## src/rtl/hipass_tag_rx.sv

```systemverilog
`timescale 1ns/1ps
// Hi-pass tag reader: decodes one start/4-data/parity/stop frame per car. Latency is ts low to done = BIT_CYC/2 + 6*BIT_CYC + 1 cycles.
// No backpressure: outputs are registered status levels and a done pulse. car low aborts a read, or clears a finished one.
module hipass_tag_rx #(
  parameter int BIT_CYC = 16,
  parameter int TIMEOUT = 1000
) (
  input  logic       clk,
  input  logic       rst,
  input  logic       car,
  input  logic       tag_in,
  output logic [1:0] en,
  output logic [3:0] hipass,
  output logic       done
);

  localparam int TW = $clog2(TIMEOUT) + 1;
  localparam int CW = $clog2(BIT_CYC) + 1;
  localparam logic [TW-1:0] TO_M1   = TW'(TIMEOUT - 1);
  localparam logic [CW-1:0] HALF_M1 = CW'(BIT_CYC / 2 - 1);
  localparam logic [CW-1:0] FULL_M1 = CW'(BIT_CYC - 1);
  localparam logic [CW-1:0] LAST_B  = CW'(5);

  typedef enum logic [2:0] {
    IDLE, WAIT_START, START_CHK, RECV, DONE_OK, DONE_ERR
  } state_t;

  state_t        state;
  logic          sync1, ts;
  logic [TW-1:0] tcnt;
  logic [CW-1:0] cnt;
  logic [CW-1:0] bcnt;
  logic [4:0]    sh;

  always_ff @(posedge clk or posedge rst) begin
    if (rst) begin
      sync1 <= 1'b1;
      ts    <= 1'b1;
    end else begin
      sync1 <= tag_in;
      ts    <= sync1;
    end
  end

  always_ff @(posedge clk or posedge rst) begin
    if (rst) begin
      state  <= IDLE;
      en     <= 2'd0;
      hipass <= 4'd0;
      done   <= 1'b0;
      tcnt   <= '0;
      cnt    <= '0;
      bcnt   <= '0;
      sh     <= '0;
    end else begin
      done <= 1'b0;
      case (state)
        IDLE: begin
          en     <= 2'd0;
          hipass <= 4'd0;
          if (car) begin
            state <= WAIT_START;
            en    <= 2'd1;
            tcnt  <= '0;
          end
        end
        WAIT_START: begin
          if (!car) begin
            state <= IDLE;
            en    <= 2'd0;
          end else if (!ts) begin
            state <= START_CHK;
            cnt   <= '0;
            bcnt  <= '0;
          end else if (tcnt >= TO_M1) begin
            state  <= DONE_ERR;
            en     <= 2'd2;
            hipass <= 4'd0;
            done   <= 1'b1;
          end else begin
            tcnt <= tcnt + 1'b1;
          end
        end
        START_CHK: begin
          if (!car) begin
            state <= IDLE;
            en    <= 2'd0;
          end else begin
            // Timeout keeps running through glitch checks so a noisy line still times out.
            tcnt <= tcnt + 1'b1;
            if (cnt == HALF_M1) begin
              cnt   <= '0;
              state <= ts ? WAIT_START : RECV;
            end else begin
              cnt <= cnt + 1'b1;
            end
          end
        end
        RECV: begin
          if (!car) begin
            state <= IDLE;
            en    <= 2'd0;
          end else if (cnt == FULL_M1) begin
            cnt <= '0;
            if (bcnt == LAST_B) begin
              done <= 1'b1;
              if (((^sh) == 1'b0) && ts) begin
                state  <= DONE_OK;
                en     <= 2'd3;
                hipass <= sh[3:0];
              end else begin
                state  <= DONE_ERR;
                en     <= 2'd2;
                hipass <= 4'd0;
              end
            end else begin
              // LSB first: after five shifts sh = {p, d3, d2, d1, d0}.
              sh   <= {ts, sh[4:1]};
              bcnt <= bcnt + 1'b1;
            end
          end else begin
            cnt <= cnt + 1'b1;
          end
        end
        DONE_OK, DONE_ERR: begin
          if (!car) begin
            state  <= IDLE;
            en     <= 2'd0;
            hipass <= 4'd0;
          end
        end
        default: begin
          state  <= IDLE;
          en     <= 2'd0;
          hipass <= 4'd0;
        end
      endcase
    end
  end

endmodule
```

## config.mk

```make
export PLATFORM = sky130hd
export DESIGN_NAME = hipass_tag_rx
export DESIGN_NICKNAME = d
export VERILOG_FILES = /design/src/rtl/hipass_tag_rx.sv
export SDC_FILE = /design/constraint.sdc
export NUM_CORES = 1
export LEC_CHECK = 0
export ABC_AREA = 1
export CORE_MARGIN = 2
export CORE_UTILIZATION = 56
export CTS_BUF_LIST = sky130_fd_sc_hd__clkbuf_4 sky130_fd_sc_hd__clkbuf_8
export DETAILED_ROUTE_END_ITERATION = 10
export PLACE_DENSITY_LB_ADDON = 0.3
export SYNTH_ARGS = -nofsm -noshare
export SYNTH_HDL_FRONTEND = slang
export SYNTH_SLANG_ARGS = --single-unit
```

## constraint.sdc

```tcl
create_clock -name clk -period 1.47 [get_ports clk]
set_input_delay 0.2205 -clock clk [delete_from_list [all_inputs] [get_ports clk]]
set_output_delay 0.2205 -clock clk [all_outputs]
set_load 0.1 [all_outputs]
```

# After elaboration in Yosys (flattened, before gate mapping)
# Index checks and enable logic that the tools add are counted.
# Widths: inputs -> output; s select.
totals:
  regBits: 38
op_classes:
  n_addsub: 3
  bitwise: 3
  n_lt_le_gt_ge: 1
  reduce_logical: 15
  n_mux: 56
  eq_ne: 27
op_table:
  columns: ["op", "count"]
  rows:
  - ["$mux 11", 5]
  - ["$mux 5", 9]
  - ["$pmux 11 s3", 1]
  - ["$mux 4", 8]
  - ["$mux 3", 10]
  - ["$ne 2x2->1 const B", 13]
  - ["$reduce_and 6->1", 3]
  - ["$mux 2", 8]
  - ["$pmux 4 s4", 1]
  - ["$ne 3x3->1 const B", 5]
  - ["$pmux 3 s5", 1]
  - ["$pmux 5 s3", 1]
  - ["$add 11x1->11 const B", 1]
  - ["$ge 11x10->1 const B", 1]
  - ["$add 5x1->5 const B", 2]
  - ["$eq 5x3->1 const B", 2]
  - ["$pmux 5 s2", 1]
  - ["$reduce_and 5->1", 2]
  - ["$mux 1", 9]
  - ["$pmux 2 s4", 1]
  - ["$reduce_and 8->1", 1]
  - ["$eq 3x2->1 const B", 2]
  - ["$eq 3x3->1 const B", 2]
  - ["$reduce_bool 3->1", 2]
  - ["other kinds (12)", 14]

# Longest topological paths before layout
depth:
  depth_word: 8
  depth_mapped: 13
  ltp_nobuf: 13

# Worst setup path after synthesis
# No wires, ideal clock.
synth_timing:
  path_kind: "reg2reg"
  start: "register cnt[0]"
  end: "register sh[0]"
  setup_ns: 0.118
  path_buffers: 1
  arrival_time_ns: 1.508
  synth_period_minus_slack_ns: 1.626
  path_stages_with_launch: 13
  slack_ns: -0.156
  required_ns: 1.352
  path_cell_list: "dfrtp_1 ha_1 nand2_1 nor2_1 ha_1 inv_1 nand2_4 inv_2 nor2_8 nand2_2 buf_6 nand2_1 o21ai_2"
synth_via:
  elab_chain_len: 2
synth_rtl:
  columns: ["item", "line_no", "source"]
  rows:
  - ["start: declaration", "31", "logic [CW-1:0] cnt;"]
  - ["start signal: assignment", "95", "cnt <= cnt + 1'b1;"]
  - ["start signal: assignment", "122", "cnt <= cnt + 1'b1;"]
  - ["$eq 5x4->1", "103", "end else if (cnt == FULL_M1) begin"]
  - ["$reduce_and 4->1 (no line)", null, null]
  - ["end signal: assignment", "118", "sh <= {ts, sh[4:1]};"]
  - ["end: declaration", "33", "logic [4:0] sh;"]
# No other way between the ends.
# A chain may end at the register's enable or synchronous reset.

# Final worst setup path
layout_timing:
  start: "register cnt[0]"
  end: "register sh[4]"
# Same word-level chain as after synthesis.

==> results.md <==
- Status: complete, but fails checks
- Failing checks: negative setup slack
- Post-synthesis sequential area ratio: 0.4079
- Clock Tree Buf Depth: 2
- Crit start category: flop
- Total grt overflow: 0
- Ant. Diodes: 0
- Setup-failing EPs final: 34
- Clock Pin Slew Worst Setup and Hold Paths: 0.08 ns
- Slew @ Worst Pin: 0.2710 ns
- Initial core utilization: 0.5843
- FF+latch count, synth: 38
- RSZ-0062 raised after global routing: yes
- Row cnt: 23
- Final Net Count: 396
- Total GRT Usage: 0.2729
- Kind of critical path: flop to flop
- Crit path launch: cnt[0]
- Final ANT Viol Nets: 0
- Crit path max fanout: 6
- DR vias: 2378
- DRT iter0 DRCs: 157
- Post-DP Area: 2957 um2
- Fin crit share: 1.190
- H-tree levels: 2
- Die Y-Extent: 68.61 um
- Largest net degree at the start of global routing: 39
- Fmax: 0.5719 GHz
- Worst-Skew Late Latency: 0.30 ns
- Hold_ws: 0.2889 ns
- Headroom to the max-slew limit: 0.8181
- CTS Root Cell: clkbuf_8
- Fin. max-slew vios: 0
- Final hold violation count: 0
- Setup TNS: -5.138 ns
- Worst min path class: input pin to asynchronous set/reset pin
- Required time of the critical path: 1.71 ns
- Global-route wire length before repair: 9473 um
- Pwr Density: 1600 nW/um2
- Setup slack after layout: -0.2787 ns
- Reg-to-reg startpoint: cnt[0]
- Number of buffers created by CTS: 5
- Leakage: 1.692 nW
- WL/cell: 16.01 um
- Number of top-level design ports: 11
- Final Skew: 0.01153 ns
- Cts hold-fix bufs: 0
- Routed vias/inst: 5.442
- Share of post-route cells with drive strength above 1: 0.4367
- DRC: 0
- Clock sinks: 38
- Post-route cell area: 3393 um2
- Syn nets: 320
- Max-Cap Viols: 0
- Internal reg-to-reg setup slack: -0.28 ns
- Post-DP HPWL: 4077 um
- Avg Cell Area, Syn: 7.539 um2
- Die width: 68.61 um
- Routed wire length: 6998 um
- Worst ir drop on vdd: 1.233 mV
- Syn. warnings: 0
- Mapped Area: 2337 um2
- Die area: 4707 um2
- Cells after synthesis: 310
- Post-synth cell types: 35
- CTS tree: yes
- Worst Path Arrival: 1.99 ns
- Element type at the critical path end: flop
- Final Critical Period: 1.749 ns
- Total core area: 4000 um2
- Reg2reg path depth: 12
- First-pass DRT Iterations: 4
- Vias in the first global route: 2210
- Port Buf Inserts: 10
- Routability cong.: 0.9594
- Area Overhead vs Synth: 45.18%
- Initial antenna violation count: 0
placed cells by master, fill, tap and decap left out, types with 3 or more instances in the layout:
cell type        count
nand2_4             12
dfrtp_1             35
nor3_1               3
ha_1                 3
nor2_1              20
nand2_2             25
inv_1               23
nand4_1              7
o21ai_1              7
clkdlybuf4s50_1      3
buf_6                4
buf_4               58
nand3_1             16
or2_2                3
inv_2                5
inv_4                5
nand3_2              3
nor2_4               4
a21oi_1              3
clkbuf_8             6
nor2_2               3
nand2_1             85
xor2_1               7
buf_12               8
o21ai_2             13
power breakdown:
group,switching (W),internal [W]
Combinational,0.00195,0.00135
Clock,0.000384,0.000397
Sequential,0.000153,0.00120
metrics by stage:
stage               setup WS, ns    util  power, W  std cells
finish                   -0.2787  0.8483  0.005428        437
global route             -0.3363  0.8483  0.005709        437
CTS                      -0.1706  0.7939  0.004908        430
detailed placement       -0.2509  0.7391  0.003898        415
global placement         -0.1428  0.7391  0.003819        415
floorplan                -0.1468       -  0.002929        310
metal layers:
layer	routed length (um)	part of all wire	vias up	global-route usage
li1	-	-	1141	-
met1	2648	0.38	1131	0.3162
met2	3795	0.54	77	0.4784
met3	245	0.035	29	0.05682
met4	308	0.044	0	0.1275
met5	0	0	-	0
registers in the layout, summed over array words and instances (netlist names):
name,flops
en,2
sh,5
done,1
hipass,4
cnt,5
bcnt,5
tcnt,11
sync1,1
state,3
ts,1
what timing repair did:
item / in CTS / in global routing
pin swaps: 21 / 18
resized for setup: 26 / 45
endpoints found under the setup margin: 35 / 36
gates cloned: 0 / 1
setup buffers: 7 / 8
critical path, stage by stage, from the launching register on:
cell	delay [ns]
dfrtp_1	0.36
ha_2	0.22
nand2_4	0.07
nor2_4	0.14
ha_4	0.14
inv_2	0.04
nand2_4	0.08
buf_4	0.12
inv_4	0.04
nor2_8	0.15
buf_6	0.16
nand3_1	0.09
nand2_1	0.07
Yosys cell counts (all sizes together):
master / number / area share
nand2: 122 / 0.21
dfrtp: 36 / 0.39
inv: 32 / 0.052
nor2: 28 / 0.055
o21ai: 22 / 0.063
nand3: 21 / 0.052
nand4: 7 / 0.019
xor2: 7 / 0.026
a21oi: 6 / 0.014
ha: 6 / 0.032
nor3: 4 / 0.0086
buf: 3 / 0.014
or2: 3 / 0.0080
clkbuf: 2 / 0.0037
dfstp: 2 / 0.022
o22ai: 2 / 0.0080
a211oi: 1 / 0.0032
a22oi: 1 / 0.0032
clkinv: 1 / 0.0016
mux2i: 1 / 0.0043
nand3b: 1 / 0.0032
nor3b: 1 / 0.0032
xnor2: 1 / 0.0037
final cells by class:
| class | instances | area (um2) |
|---|---|---|
| multi-input cells | 235 | 1474 |
| inverters | 33 | 136.4 |
| well taps | 50 | 62.56 |
| clock inverters | 1 | 5.005 |
| flip-flops and latches | 38 | 954.7 |
| clock buffers | 7 | 90.09 |
| repair buffers | 73 | 670.6 |
| fillers | 213 | 606.8 |
worst paths after layout:
path                            to
max                          sh[4]
min                        bcnt[4]
max reg2reg                  sh[4]
min reg2reg                     ts
max in group asynchronous       ts
min in group clk             sync1
cells by family (layout without fill, tap and decap cells):
kind of cell / Yosys count / in the layout / synth area share
AO/OA/AOI/OAI: 32 / 32 / 0.09208
flip-flops: 38 / 38 / 0.4079
buffers and inverters: 38 / 114 / 0.07227
XOR/XNOR: 8 / 8 / 0.02998
multiplexers: 1 / 1 / 0.004283
adder cells (fa/ha/maj): 6 / 6 / 0.03212
AND/OR/NAND/NOR: 187 / 188 / 0.3614
(Power assumes the default switching activity.)
